**config.mk**
```make
export PLATFORM = sky130hd
export DESIGN_NAME = filter_mavg_flat
export DESIGN_NICKNAME = d
export VERILOG_FILES = /design/src/rtl/filter_mavg_if.sv /design/src/rtl/filter_mavg.sv /design/src/flat_wrapper.sv
export SDC_FILE = /design/constraint.sdc
export NUM_CORES = 2
export LEC_CHECK = 0
export ABC_CLOCK_PERIOD_IN_PS = 5870
export CORE_UTILIZATION = 42
export DETAILED_ROUTE_END_ITERATION = 16
export PLACE_DENSITY = 0.7
export SLEW_MARGIN = 0
export SYNTH_ARGS = -nofsm -noshare
export SYNTH_HDL_FRONTEND = slang
export SYNTH_SLANG_ARGS = --single-unit
export TNS_END_PERCENT = 30
```
**constraint.sdc**
```tcl
create_clock -name sys_clk -period 5.87 [get_ports sys_clk]
set_input_delay 0.8805 -clock sys_clk [delete_from_list [all_inputs] [get_ports sys_clk]]
set_output_delay 0.8805 -clock sys_clk [all_outputs]
set_load 0.03 [all_outputs]
```
**src/rtl/filter_mavg_if.sv**
```systemverilog
// Sample stream into and averaged stream out of the moving-average pre-filter.
interface filter_mavg_if #(
    parameter int unsigned DATA_WD = 32
) ();
    logic               din_valid;
    logic [DATA_WD-1:0] din;
    logic               dout_valid;
    logic [DATA_WD-1:0] dout;

    modport master (
        output din_valid,
        output din,
        input  dout_valid,
        input  dout
    );

    modport slave (
        input  din_valid,
        input  din,
        output dout_valid,
        output dout
    );
endinterface

```
**src/rtl/filter_mavg.sv**
```systemverilog
// Boxcar moving average over the last 2^k samples; two-stage pipeline, one sample per cycle.
module filter_mavg #(
    parameter int unsigned DATA_WD  = 32,
    parameter int unsigned MAX_LOG2 = 6
) (
    input  logic           sys_clk,
    input  logic           sys_rst_n,
    input  logic           cfg_rst,
    input  logic [2:0]     win_sel,
    filter_mavg_if.slave   bus,
    output logic           fill_done
);
    localparam int unsigned DEPTH   = 1 << MAX_LOG2;
    localparam int unsigned PTR_WD  = MAX_LOG2;
    localparam int unsigned CNT_WD  = MAX_LOG2 + 1;
    localparam int unsigned DIFF_WD = DATA_WD + 1;
    localparam int unsigned ACC_WD  = DATA_WD + MAX_LOG2;
    localparam int unsigned K_WD    = 3;

    logic [DATA_WD-1:0]        buf_mem [DEPTH];
    logic [PTR_WD-1:0]         wr_ptr;
    logic [CNT_WD-1:0]         fill_cnt;
    logic [K_WD-1:0]           k_lat;
    logic                      s1_valid;
    logic                      s1_full;
    logic signed [DIFF_WD-1:0] diff_q;
    logic signed [ACC_WD-1:0]  acc_q;
    logic                      dout_valid_q;
    logic [DATA_WD-1:0]        dout_q;

    logic [K_WD-1:0]           k_req_c;
    logic [CNT_WD-1:0]         win_c;
    logic [PTR_WD-1:0]         rd_ptr_c;
    logic                      fill_full_c;
    logic [CNT_WD-1:0]         fill_cnt_nxt_c;
    logic [DATA_WD-1:0]        oldest_c;
    logic                      accept_c;
    logic signed [DIFF_WD-1:0] diff_c;
    logic signed [ACC_WD-1:0]  sum_c;
    logic [DATA_WD-1:0]        mean_c;

    // Window bookkeeping and S1 difference; an entry is only read once the window is full,
    // so slots not yet written since the last clear contribute zero.
    always_comb begin
        k_req_c        = (win_sel > K_WD'(MAX_LOG2)) ? K_WD'(MAX_LOG2) : win_sel;
        win_c          = CNT_WD'(1) << k_lat;
        rd_ptr_c       = wr_ptr - PTR_WD'(win_c);
        fill_full_c    = (fill_cnt == win_c);
        fill_cnt_nxt_c = fill_full_c ? fill_cnt : fill_cnt + CNT_WD'(1);
        oldest_c       = fill_full_c ? buf_mem[rd_ptr_c] : '0;
        accept_c       = bus.din_valid & ~cfg_rst;
        diff_c         = DIFF_WD'($signed(bus.din)) - DIFF_WD'($signed(oldest_c));
        sum_c          = acc_q + ACC_WD'(diff_q);
        mean_c         = DATA_WD'(sum_c >>> k_lat);
    end

    // Delay line storage; validity is tracked by fill_cnt so it needs no clear.
    always_ff @(posedge sys_clk) begin
        if (accept_c) begin
            buf_mem[wr_ptr] <= bus.din;
        end
    end

    always_ff @(posedge sys_clk or negedge sys_rst_n) begin
        if (!sys_rst_n) begin
            wr_ptr       <= '0;
            fill_cnt     <= '0;
            k_lat        <= '0;
            s1_valid     <= 1'b0;
            s1_full      <= 1'b0;
            diff_q       <= '0;
            acc_q        <= '0;
            dout_valid_q <= 1'b0;
            dout_q       <= '0;
            fill_done    <= 1'b0;
        end else if (cfg_rst) begin
            wr_ptr       <= '0;
            fill_cnt     <= '0;
            k_lat        <= k_req_c;
            s1_valid     <= 1'b0;
            s1_full      <= 1'b0;
            diff_q       <= '0;
            acc_q        <= '0;
            dout_valid_q <= 1'b0;
            dout_q       <= '0;
            fill_done    <= 1'b0;
        end else begin
            s1_valid     <= accept_c;
            dout_valid_q <= s1_valid & s1_full;
            if (accept_c) begin
                diff_q   <= diff_c;
                s1_full  <= (fill_cnt_nxt_c == win_c);
                wr_ptr   <= wr_ptr + PTR_WD'(1);
                fill_cnt <= fill_cnt_nxt_c;
            end
            // dout only moves with a valid result so it holds through warm-up and gaps.
            if (s1_valid) begin
                acc_q <= sum_c;
                if (s1_full) begin
                    dout_q    <= mean_c;
                    fill_done <= 1'b1;
                end
            end
        end
    end

    assign bus.dout_valid = dout_valid_q;
    assign bus.dout       = dout_q;
endmodule
```
**src/flat_wrapper.sv**
```systemverilog
// flat-port wrapper written by rule: the top's interface ports become plain ports
module filter_mavg_flat 
#(
    parameter int unsigned DATA_WD  = 32,
    parameter int unsigned MAX_LOG2 = 6
)
  (sys_clk, sys_rst_n, cfg_rst, win_sel, fill_done, bus_din_valid, bus_din, bus_dout_valid, bus_dout);
  filter_mavg_if #(.DATA_WD(DATA_WD)) bus_i ();
  input  logic sys_clk;
  input  logic sys_rst_n;
  input  logic cfg_rst;
  input  logic [2:0] win_sel;
  output logic fill_done;
  input wire logic [$bits(bus_i.din_valid)-1:0] bus_din_valid;
  input wire logic [$bits(bus_i.din)-1:0] bus_din;
  output wire logic [$bits(bus_i.dout_valid)-1:0] bus_dout_valid;
  output wire logic [$bits(bus_i.dout)-1:0] bus_dout;
  assign bus_i.din_valid = bus_din_valid;
  assign bus_i.din = bus_din;
  assign bus_dout_valid = bus_i.dout_valid;
  assign bus_dout = bus_i.dout;
  filter_mavg #(.DATA_WD(DATA_WD), .MAX_LOG2(MAX_LOG2)) u_core (.sys_clk(sys_clk), .sys_rst_n(sys_rst_n), .cfg_rst(cfg_rst), .win_sel(win_sel), .bus(bus_i), .fill_done(fill_done));
endmodule
```
* Word-level counts from Yosys, hierarchy flattened
Memory sizes are Yosys's and may differ from the RTL's.
Index checks and enable logic that the tools add are counted.
W data, S select, Z words.
** Operators by class
- Add/sub/neg operators :: 5
- Multiply operators :: 0
- Divide/modulo/power cells :: 0
- Magnitude comparators :: 1
- Equal/unequal tests :: 2
- Shifts and indexed selects :: 2
- Muxes and demuxes :: 23
- Bitwise logic cells :: 3
- Reduce and logical (&&, ||, !) cells :: 4
** Operators with widths (count)
- $mux W32 :: 4
- $mux W38 :: 2
- $mux W33 :: 2
- $add A38 B33 Y38 :: 1
- $sshr A38 B3 Y32 :: 1
- $sub A32 B32 Y33 :: 1
- $mux W7 :: 3
- $eq A7 B7 Y1 :: 2
- $mux W6 :: 2
- $mux W1 :: 9
- $add A7 B1 Y7 const B :: 1
- $shl A1 B3 Y7 const A :: 1
- $add A6 B1 Y6 const B :: 1
- $reduce_bool A2 Y1 :: 3
- $sub A6 B6 Y6 :: 1
- $gt A3 B3 Y1 const B :: 1
- $mux W3 :: 1
- $and A1 B1 Y1 :: 2
- $reduce_and A2 Y1 :: 1
- $not A1 Y1 :: 1
** Storage, ports and cells
- Bits in registers :: 123
- Latch bits :: 0
- Bits in writable memories :: 2048
- Bits in read-only memories :: 0
- Bits of input ports :: 39
- Output and inout bits :: 34
- Memories kept :: 1
** Memory list
- u_core.buf_mem :: depth 64, bits a word 32, rd ports 1, clocked after memory_dff 0, write ports 1, RTL line filter_mavg.sv:20 : logic [DATA_WD-1:0] buf_mem [DEPTH];

* Longest topological paths before layout
An unclocked memory read counts as a cell.
- Depth in word-level cells :: 7
- Depth in mapped cells :: 28
- Depth with buffers taken out :: 25

* Worst setup path before layout
OpenSTA, ideal clock, no wires.
- Path kind :: register to register
- Start :: register u_core.k_lat[1]
- End :: register u_core.diff_q[31]
- Library setup time :: 0.127 ns
- Arrival time :: 6.325 ns
- Slack :: -0.583 ns
- Cell stages (with the launch flop) :: 26
- Path buffers :: 5
- Clock period less this slack :: 6.453 ns
- Path through :: dfrtp_1 -> clkbuf_1 -> inv_2 -> nand2_1 -> nor2_1 -> ha_1 -> fa_1 -> clkbuf_1 -> clkbuf_1 -> clkbuf_1 -> clkbuf_1 -> mux4_2 -> mux4_2 -> mux2i_1 -> a211o_1 -> ha_1 -> a21o_1 -> a21o_1 -> a2111o_1 -> a32o_1 -> a211o_1 -> a2111oi_2 -> a211o_1 -> nand2b_1 -> a21oi_2 -> mux2_1
** Between the ends
- Longest elaborated chain between the ends :: 7
- Elaborated cells between the ends (all ways) :: 8
- Those cells by class :: 2 x add/sub; 1 x eq/ne; 1 x shift; 3 x mux; 1 x memory
** RTL lines
- from (decl) :: RTL line filter_mavg.sv:23 : logic [K_WD-1:0] k_lat;
- from (signal assigned) :: RTL line filter_mavg.sv:79 : k_lat <= k_req_c;
- $shl A1 B3 Y7 (*) :: RTL line filter_mavg.sv:46 : win_c = CNT_WD'(1) << k_lat;
- $sub A6 B6 Y6 :: RTL line filter_mavg.sv:47 : rd_ptr_c = wr_ptr - PTR_WD'(win_c);
- $mem_v2 Z64 W32
- $mux W32 (*) :: RTL line filter_mavg.sv:50 : oldest_c = fill_full_c ? buf_mem[rd_ptr_c] : '0;
- $sub A32 B32 Y33 (*) :: RTL line filter_mavg.sv:52 : diff_c = DIFF_WD'($signed(bus.din)) - DIFF_WD'($signed(oldest_c));
- $mux W33 (*) :: RTL line filter_mavg.sv:90 : if (accept_c) begin
- $mux W33 (*) :: RTL line filter_mavg.sv:76 : end else if (cfg_rst) begin
- to (signal assigned) :: RTL line filter_mavg.sv:91 : diff_q <= diff_c;
- to (decl) :: RTL line filter_mavg.sv:26 : logic signed [DIFF_WD-1:0] diff_q;
Every way passes the cells marked *; elsewhere a longest branch is shown, timed or not. The select of a mux whose other input is x is not followed.
A chain may end at the register's enable or synchronous reset.

* Final worst setup path
Same ends and word-level chain as after synthesis.

==> metrics.md <==
| Metric | Value |
|---|---|
| Status | `complete, but fails checks` |
| Failing checks | `negative setup slack` |
| Worst Tran Pin Value | `roughly 1300 ps` |
| Data arrival, critical path | `6790 ps` |
| Critical Path Source | `u_core.k_lat[1]` |
| Total global routing overflow | `0` |
| Flop-to-flop setup slack | `-210 ps` |
| Total vias in the final route | `46490` |
| Wire length of the first global-routing pass | `approximately 340000 um` |
| Worst vdd ir | `between 0.2 and 0.3 mV` |
| Main synth FF type | `edfxtp_1` |
| Leakage | `about 34 nW` |
| Finished Cell Area | `approximately 0.10 mm^2` |
| CP startpoint kind | `flip-flop` |
| Nets | `4876` |
| Period utilization | `1.035` |
| Syn avg cell area | `~21 um^2` |
| Synthesized area | `between 0.08 and 0.09 mm^2` |
| Hpwl dp | `144700 um` |
| Slew margin rel. | `0.1206` |
| Worst setup margin | `-207.8 ps` |
| Vias per cell | `6.024` |
| Final wirelength | `238500 um` |
| Layout area overhead | `18.02%` |
| GR peak layer | `met2` |
| Worst path top cell family by delay | `compound AO/OA/AOI/OAI gates` |
| CP Buf/Inv Count | `6` |
| Fin. max-slew vios | `0` |
| Drt pass-1 iters | `9` |
| DRT iter0 DRCs | `between 5000 and 6000` |
| WHS | `about 210 ps` |
| Placed cells | `7289` |
| Total CTS buffers | `210` |
| Worst setup EP type | `flip-flop` |
| Endpoints failing setup | `9` |
| GRT Util Overall | `0.2249` |
| Met1 Usage GRT | `0.3193` |
| Synth Instances | `~4200` |
| Layout cells sized above 1 | `0.3313` |
| Finished Layout Cells | `~7700` |
| Max-cap violations | `0` |
| DRC | `0` |
| Die width | `between 400 and 500 um` |
| Setup skew after layout | `between 80 and 90 ps` |
| Synth async-reset ratio | `0.05666` |
| GPL Wtd Cong | `just over 0.9` |
| Met3 GRT Util | `0.04700` |
| Crit path max fanout | `9` |
| Crit-path slowest cell | `fa_4` |
| Final Hold Fails | `0` |
| Req. time, crit path | `6580 ps` |
| Root Buffer | `clkbuf_16` |
| Worst skew pair latency | `between 800 and 900 ps` |
| Slowest stage delay, CP | `slightly above 900 ps` |
| IO Pins | `73` |
| WL per Instance | `between 30 and 40 um` |
| # port buffers | `72` |
| Cell mode on critical path | `a211o_1` |
| CTS tree | `done` |
| Yosys cell types | `between 80 and 90` |
| Initial antenna violation count | `14` |
| Core box area | `approximately 0.21 mm^2` |
| Tot Pwr | `39.75 mW` |
| RSZ-0062 raised after global routing | `true` |
| Cell Rows | `between 150 and 200` |
| Post-synth EDFFs | `between 2000 and 2500` |
| Clock transition at the registers of the reported paths | `60 ps` |
| Setup TNS | `-615.6 ps` |
| H-tree Lvls | `4` |
| Crit Path Category | `flip-flop to flip-flop` |
| Post-layout minimum cycle time | `just over 6000 ps` |
| Initial Util | `0.4238` |
| Number of global-route vias before repair | `46045` |
| Worst R2R Start | `u_core.k_lat[1]` |
| Ys Warns | `0` |
| Global routing usage on met2 | `0.3458` |
| Register area share after synthesis | `0.7337` |
| Die area | `0.2114 mm^2` |
| F_max | `164.5 MHz` |
| Post-DRT Antenna Nets | `0` |
| Synth Register Bits | `approximately 2200` |
| Die Y | `459.8 um` |
| Largest net degree at the start of global routing | `between 70 and 80` |
| Power Density | `~380 mW/mm^2` |
| Clk sink count | `2171` |
| Placed Area | `about 0.096 mm^2` |
| Syn_nets | `roughly 4300` |
| Worst min path class | `input port to asynchronous set/reset pin` |
| Clk buf depth | `3` |
## flip-flops by register name (all words and copies together), names as in the netlist
name and cells:
u_core.diff_q 33, u_core.bus.dout 32, u_core.bus.dout_valid 1, u_core.buf_mem 2048
u_core.k_lat 3, u_core.s1_valid 1, u_core.acc_q 38, u_core.fill_cnt 7
u_core.fill_done 1, u_core.s1_full 1, u_core.wr_ptr 6
## path summary, 6_finish.rpt
path / to / cells past startpoint
worst max-delay path: u_core.diff_q[31] / 25
worst min-delay path: u_core.acc_q[6] / 1
worst max register to register: u_core.diff_q[31] / 25
worst min register to register: u_core.bus.dout[10] / 2
max in group asynchronous: u_core.s1_valid / 2
min in group sys_clk: u_core.bus.dout[10] / 2
## stage by stage
stage / worst slack [ps] / util
finish: -207.8 / 0.5001
global route: -302.7 / 0.5001
CTS: -51.88 / 0.4988
detailed placement: -380.7 / 0.4602
global placement: -453.8 / 0.4602
floorplan: 2.163 / -
## layout make-up
| cell class | instances | area [um^2] |
|---|---|---|
| antenna | 3 | 7.507 |
| tap | 2788 | 3488 |
| timing repair buffer | 543 | 5205 |
| clock inverter | 143 | 1603 |
| inverter | 25 | 93.84 |
| sequential | 2171 | 64580 |
| multi-input combinational | 1807 | 23540 |
| clock buffer | 237 | 5356 |
| fill | 16288 | 103800 |
## cell families after synthesis
| family | count (synthesis) | synth area share |
|---|---|---|
| flip-flops | 2171 | 0.7337 |
| multiplexers | 765 | 0.1783 |
| AND/OR/NAND/NOR | 482 | 0.02513 |
| AO/OA/AOI/OAI | 395 | 0.03175 |
| buffers and inverters | 253 | 0.01106 |
| XOR/XNOR | 86 | 0.008558 |
| adder cells (fa/ha/maj) | 79 | 0.01149 |
## cells in the final DEF, fill, tap and decap left out, types with 38 or more instances in the layout
cell type,n
mux4_2,641
buf_12,56
clkinv_1,49
clkbuf_16,210
nor2_4,64
a211o_1,41
ha_1,70
nand2_1,119
nor2b_1,38
mux2i_1,108
dfrtp_1,122
edfxtp_1,2048
a21oi_1,72
nor2_1,134
buf_4,385
o21ai_0,41
a21o_1,41
xnor2_1,47
clkinv_2,39
## metal layers
| layer | vias up | share of wire |
|---|---|---|
| met5 | - | 0.000029 |
| met4 | 2 | 0.035 |
| met3 | 414 | 0.10 |
| met2 | 2630 | 0.47 |
| met1 | 24678 | 0.40 |
| li1 | 18766 | - |
## Yosys cell counts, types with 4 or more instances
| master | n | share of area |
|---|---|---|
| nor2_1 | 198 | 0.0084 |
| nor3_1 | 12 | 0.00068 |
| o21ai_1 | 16 | 0.00091 |
| mux2i_1 | 113 | 0.013 |
| a211o_1 | 41 | 0.0041 |
| o21ai_0 | 44 | 0.0025 |
| nand3_1 | 28 | 0.0016 |
| o21a_1 | 10 | 0.00085 |
| nand2b_1 | 12 | 0.00085 |
| and2_1 | 11 | 0.00078 |
| a21o_1 | 41 | 0.0035 |
| a221o_1 | 8 | 0.00091 |
| a22o_1 | 5 | 0.00050 |
| xnor2_1 | 56 | 0.0056 |
| a211oi_1 | 54 | 0.0046 |
| xor2_1 | 30 | 0.0030 |
| a31oi_1 | 15 | 0.0011 |
| nand2_1 | 120 | 0.0051 |
| o22ai_1 | 4 | 0.00028 |
| o21bai_1 | 10 | 0.00085 |
| and3_1 | 17 | 0.0012 |
| edfxtp_1 | 2048 | 0.70 |
| dfrtp_1 | 123 | 0.035 |
| o211ai_1 | 8 | 0.00068 |
| buf_1 | 64 | 0.0027 |
| a21oi_1 | 79 | 0.0045 |
| buf_2 | 19 | 0.0011 |
| inv_1 | 22 | 0.00094 |
| ha_1 | 76 | 0.011 |
| mux2_2 | 10 | 0.0013 |
| clkbuf_1 | 145 | 0.0062 |
| or3_1 | 4 | 0.00028 |
| nor2b_1 | 43 | 0.0031 |
| o221ai_1 | 6 | 0.00060 |
| mux4_2 | 641 | 0.16 |
| nand4_1 | 12 | 0.00085 |
| a22oi_1 | 8 | 0.00068 |
| o31ai_1 | 5 | 0.00043 |
## power by group
group / internal, mW / leakage [nW] / switching, mW
Sequential: 17.1 / 20.1 / 0.120
Combinational: 4.27 / 10.9 / 4.76
Clock: 7.59 / 3.37 / 5.96
## worst reg2reg max path: stages, from the launching register on
cell and delay, ps:
dfrtp_1 410, inv_2 80, nand2_4 80, nor2_4 50, ha_4 170, fa_4 910
buf_12 190, buf_16 190, buf_12 120, mux4_2 290, mux4_2 520, nor2b_1 170
a211oi_2 210, buf_4 150, a211o_1 150, ha_4 240, a2111oi_4 350, buf_4 170
a211oi_2 70, o2bb2ai_1 140, a211o_1 330, a2111oi_4 320, a211o_1 160, nand2b_1 70
a21oi_2 140, mux2_4 310
## what timing repair did
| action | 4_1_cts | 5_1_grt |
|---|---|---|
| hold buffers | 0 | 0 |
| setup buffers | 28 | 7 |
| pin swaps | 44 | 13 |
| endpoints found under the setup margin | 17 | 22 |
| gates resized for setup | 101 | 37 |
| gates cloned | 11 | 0 |
No activity file was read; power rests on OpenSTA's default activity.
